## src/rtl/onehot_serializer.sv

```systemverilog
// Bitmap-to-index serializer: emits the index of every set bit of an accepted bitmap, lowest first.
// Optional ONEHOT_SER_EMPTY_FLAG_EN: an all-zero bitmap yields one beat flagged on out_empty.
module onehot_serializer #(
    parameter  int C = 3,
    localparam int O = 1 << C
) (
    input  logic         clk,
    input  logic         rst,
    input  logic         in_valid,
    output logic         in_ready,
    input  logic [O-1:0] in_vec,
    output logic         out_valid,
    input  logic         out_ready,
    output logic [C-1:0] out_idx,
    output logic         out_last
`ifdef ONEHOT_SER_EMPTY_FLAG_EN
    ,
    output logic         out_empty
`endif
);

    typedef enum logic [0:0] {IDLE = 1'b0, BUSY = 1'b1} state_t;

`ifdef ONEHOT_SER_EMPTY_FLAG_EN
    localparam logic EMPTY_EN_C = 1'b1;
`else
    localparam logic EMPTY_EN_C = 1'b0;
`endif

    localparam logic [O-1:0] ONE_C  = {{(O-1){1'b0}}, 1'b1};
    localparam logic [O-1:0] ZERO_C = {O{1'b0}};

    state_t         state_r;
    state_t         state_nxt_s;
    logic [O-1:0]   pend_r;
    logic [O-1:0]   pend_nxt_s;
    logic           empty_r;
    logic           empty_nxt_s;
    logic [C-1:0]   low_idx_s;
    logic           single_s;
    logic           last_s;
    logic           accept_s;
    logic           fire_s;

    function automatic logic [C-1:0] lowest_idx(input logic [O-1:0] v);
        logic [C-1:0] idx;
        idx = {C{1'b0}};
        for (int k = O - 1; k >= 0; k--) begin
            if (v[k]) begin
                idx = k[C-1:0];
            end else begin
                idx = idx;
            end
        end
        return idx;
    endfunction

    // Decode the head beat from the pending register only.
    always_comb begin
        low_idx_s = lowest_idx(pend_r);
        single_s  = (pend_r != ZERO_C) && ((pend_r & (pend_r - ONE_C)) == ZERO_C);
        last_s    = single_s || (EMPTY_EN_C && empty_r);
    end

    // State, pending bitmap and empty flag registers.
    always_ff @(posedge clk) begin
        if (rst) begin
            state_r <= IDLE;
            pend_r  <= ZERO_C;
            empty_r <= 1'b0;
        end else begin
            state_r <= state_nxt_s;
            pend_r  <= pend_nxt_s;
            empty_r <= EMPTY_EN_C && empty_nxt_s;
        end
    end

    // Next-state: retire the head beat, then overlay a new bitmap when one is accepted.
    always_comb begin
        state_nxt_s = state_r;
        pend_nxt_s  = pend_r;
        empty_nxt_s = empty_r;
        accept_s    = in_valid && in_ready;
        fire_s      = out_valid && out_ready;
        if (fire_s) begin
            pend_nxt_s  = pend_r & (pend_r - ONE_C);
            empty_nxt_s = 1'b0;
            if (last_s) begin
                state_nxt_s = IDLE;
            end else begin
                state_nxt_s = BUSY;
            end
        end else begin
            state_nxt_s = state_r;
        end
        if (accept_s) begin
            pend_nxt_s  = in_vec;
            empty_nxt_s = (in_vec == ZERO_C);
            // Without the flag a zero bitmap is swallowed and leaves the state as it was.
            if ((in_vec != ZERO_C) || EMPTY_EN_C) begin
                state_nxt_s = BUSY;
            end else begin
                state_nxt_s = state_nxt_s;
            end
        end else begin
            pend_nxt_s = pend_nxt_s;
        end
    end

    // Outputs: handshake and beat fields, all forced low while reset is held.
    always_comb begin
        in_ready  = 1'b0;
        out_valid = 1'b0;
        out_idx   = {C{1'b0}};
        out_last  = 1'b0;
`ifdef ONEHOT_SER_EMPTY_FLAG_EN
        out_empty = 1'b0;
`endif
        if (rst) begin
            in_ready  = 1'b0;
            out_valid = 1'b0;
        end else begin
            case (state_r)
                IDLE: begin
                    in_ready  = 1'b1;
                    out_valid = 1'b0;
                end
                BUSY: begin
                    in_ready  = out_ready && last_s;
                    out_valid = 1'b1;
                    out_idx   = (EMPTY_EN_C && empty_r) ? {C{1'b0}} : low_idx_s;
                    out_last  = last_s;
`ifdef ONEHOT_SER_EMPTY_FLAG_EN
                    out_empty = empty_r;
`endif
                end
                default: begin
                    in_ready  = 1'b0;
                    out_valid = 1'b0;
                end
            endcase
        end
    end

endmodule

```

## config.mk

```make
export PLATFORM = sky130hd
export DESIGN_NAME = onehot_serializer
export DESIGN_NICKNAME = d
export VERILOG_FILES = /design/src/rtl/onehot_serializer.sv
export SDC_FILE = /design/constraint.sdc
export NUM_CORES = 1
export LEC_CHECK = 0
export BUFFER_PORTS_ARGS = -buffer_cell sky130_fd_sc_hd__buf_2
export CAP_MARGIN = 0
export CORE_MARGIN = 8
export CORE_UTILIZATION = 35
export CTS_BUF_LIST = sky130_fd_sc_hd__clkbuf_4 sky130_fd_sc_hd__clkbuf_8
export DETAILED_ROUTE_END_ITERATION = 16
export GPL_ROUTABILITY_DRIVEN = 0
export PLACE_DENSITY = 0.66
export SLEW_MARGIN = 40
export SYNTH_ARGS = -nofsm -noshare
export SYNTH_HDL_FRONTEND = slang
export SYNTH_SLANG_ARGS = --single-unit
export TNS_END_PERCENT = 20
```

## constraint.sdc

```tcl
create_clock -name clk -period 4.6 [get_ports clk]
set_input_delay 0.69 -clock clk [delete_from_list [all_inputs] [get_ports clk]]
set_output_delay 0.69 -clock clk [all_outputs]
set_load 0.005 [all_outputs]
```

==> results.md <==
- Root buf cell: clkbuf_4
- WS Path Type: reg -> out
- Row cnt: 15
- GRT Total Usage: around a tenth
- Initial antenna violation count: 0
- Inst Count DP: 113
- CTS tree: built
- Post-synth top area cell: dfxtp_1
- Distinct cells, synth: 30
- Setup bufs post-CTS: 0
- Final Hold Viols: 0
- Ratio of cells with drive above 1 in the final layout: 39.1%
- FF/Latch Area: 180 um^2
- WL final: 1.54 mm
- WP data required: 3.91 ns
- Top-area cell type share of the netlist area: 28.0%
- Worst Path Max Fanout: 9
- Multi-input logic area: 433 um^2
- Syn. warnings: 0
- Fill count: between 150 and 200
- Sink Count: 9
- #FFs+latches synth: 9
- Die Wd: 58.9 um
- Synth Area per Inst: 8.81 um^2
- Number of global-route vias before repair: approximately 610
- DR top layer: met4
- DRT Pass-1 Iters: 5
- Post-route ant nets: 0
- Final nets: 105
- Final setup violation count: 0
- Chip height: 58.9 um
- Critical path buffers and inverters: 1
- DRT iter0 DRCs: 8
- Slowest stage cell on the critical path: nor4_4
- Core Region: ~1700 um^2
- First-pass GRT wire length: roughly 2.6 mm
- Seq/Total Area, Yosys: between 20% and 30%
- Startpoint types: flop
- Pwr dens: approximately 320 nW/um^2
- DRC: 0
- Worst slew pin tran: 0.438 ns
- Synthesized instance count: 73
- Area Overhead vs Synth: 20.4%
- Max Cap Viol: 0
- Routed len/inst: 13.2 um
- Met3 Wirelength: 85 um
- Clock Skew: 0.000266 ns
- DP Wirelength: 1.25 mm
- Final Max Slew Viols: 0
- CP arrival: 1.91 ns
- Starting Density: about 37%
- Largest cells by area after synthesis: dfxtp_1 28%, mux2_2 14%, nor3b_1 5.8%
- WL met2: 738 um
- FMAX: 385 MHz
- Min cycle time layout: about 2.6 ns
- HP Class: in -> reg
- Htree depth: 1
- Post-Layout Cell Count: 117
- CP endpoint kind: output pin
- M1 WL: 691 um
- RSZ-0062 raised after global routing: no
- CTS buffer count: 3
- Vias post-DR: 618
- Max-slew headroom: 70.6%
- Post-Syn Nets: 85
- Post-synthesis cell area: around 640 um^2
- Clk buf depth: 2
- Static Leakage: 0.340 nW
- Die footprint: 3470 um^2
- Grt ovf: 0
- Clk Latency, worst-skew pair: 0.25 ns
- Top Family by Delay on Critical Path: simple AND/OR/NAND/NOR gates
- # resized after CTS: 0
- CTS Hold Bufs: 0
- Top Ports: 18
- Worst VDD drop: 0.134 mV
- Via density: 5.28
- Final Cycle Share: 56.5%
- Worst path cell trace: nor4_4 -> o211ai_1 -> o211ai_2 -> a31oi_1 -> nor3_1 -> buf_2
- # diodes: 0
- Largest net degree at the start of global routing: 13
- Run status: finished, final reports clean
- I/O Buffers: 17
- Slowest stage delay, CP: 0.50 ns
- Setup TNS: 0 ns
- Clk pin slew, worst setup/hold paths: about 0.060 ns
worst paths after layout:
path                   from   endpoint  slack [ns]  cells past startpoint
setup / recovery  pend_r[0]   out_last        2.00                      6
setup reg to reg  pend_r[0]  pend_r[0]        2.64                      4
hold reg to reg   pend_r[4]  pend_r[4]        0.76                      2
hold / removal    in_vec[5]  pend_r[5]        0.68                      2
flip-flops by register name, indices dropped and copies added (netlist names):
signal   cells
pend_r       8
state_r      1
logic make-up after synthesis:
kind of cell           after synthesis  share of synthesized area, %
buffers and inverters                6                          4.67
and+or+nand+nor                     35                          33.9
AOI/OAI and AO/OA                   15                          19.5
DFF                                  9                          28.0
muxes                                8                          14.0
Yosys cell counts (all sizes together):
cell type	instances
o21ai	3
o21ba	1
nor4	5
a21oi	1
nand2	2
a31o	1
a21boi	1
a31oi	1
and3b	2
buf	1
clkbuf	1
mux2	8
nor2b	4
nor3b	5
o211ai	3
and3	1
nand4b	1
o21bai	1
nor2	8
dfxtp	9
a211oi	2
nand3	1
a2111oi	1
nand2b	1
inv	4
nor3	5
cells in the final DEF, fill, tap and decap left out, drive strengths merged:
cell and n:
o21ba 1, o21bai 1, nor3b 5, nand2b 1, a31o 1, nor4 5, a2111oi 1, o21ai 3
buf 17, a21boi 1, inv 4, and3 1, o211ai 3, clkbuf 4, nor2b 4, nor3 5
nand4b 1, nand2 2, dfxtp 9, a21oi 1, a31oi 1, nand3 1, mux2 8, and3b 2
nor2 8, a211oi 2
metal layers:
metal,GRT usage [%],up-vias
met5,0,-
met4,6.83,0
met3,3.04,2
met2,16.0,15
met1,10.4,291
li1,-,310
power by group:
part | internal (mW) | switching [mW] | total (mW)
Combinational | 0.0389 | 0.0404 | 0.0793
Sequential | 0.0868 | 0.0145 | 0.101
Clock | 0.0391 | 0.0247 | 0.0639
Total | 0.165 | 0.0797 | 0.245
final cells by class:
type,instances,share of cell area [%]
multi-input cells,58,55.9
flip-flops and latches,9,23.3
repair buffers,17,11.0
well taps,25,4.04
clock buffers,4,3.88
inverters,4,1.94
through the flow:
step                      area [um^2]  worst slack (ns)  total power, mW  hold slack (ns)  utilization, %
final                             774              2.00            0.245            0.681            44.9
after global routing              774              1.82            0.264            0.675            44.9
after CTS                         774              1.98            0.248            0.677            44.9
after detailed placement          744              2.26            0.183            0.746            43.1
after global placement            744              2.30            0.181            0.731            43.1
after floorplan                   643              2.52            0.161            0.682               -
Power figures use the tool's default switching activity.
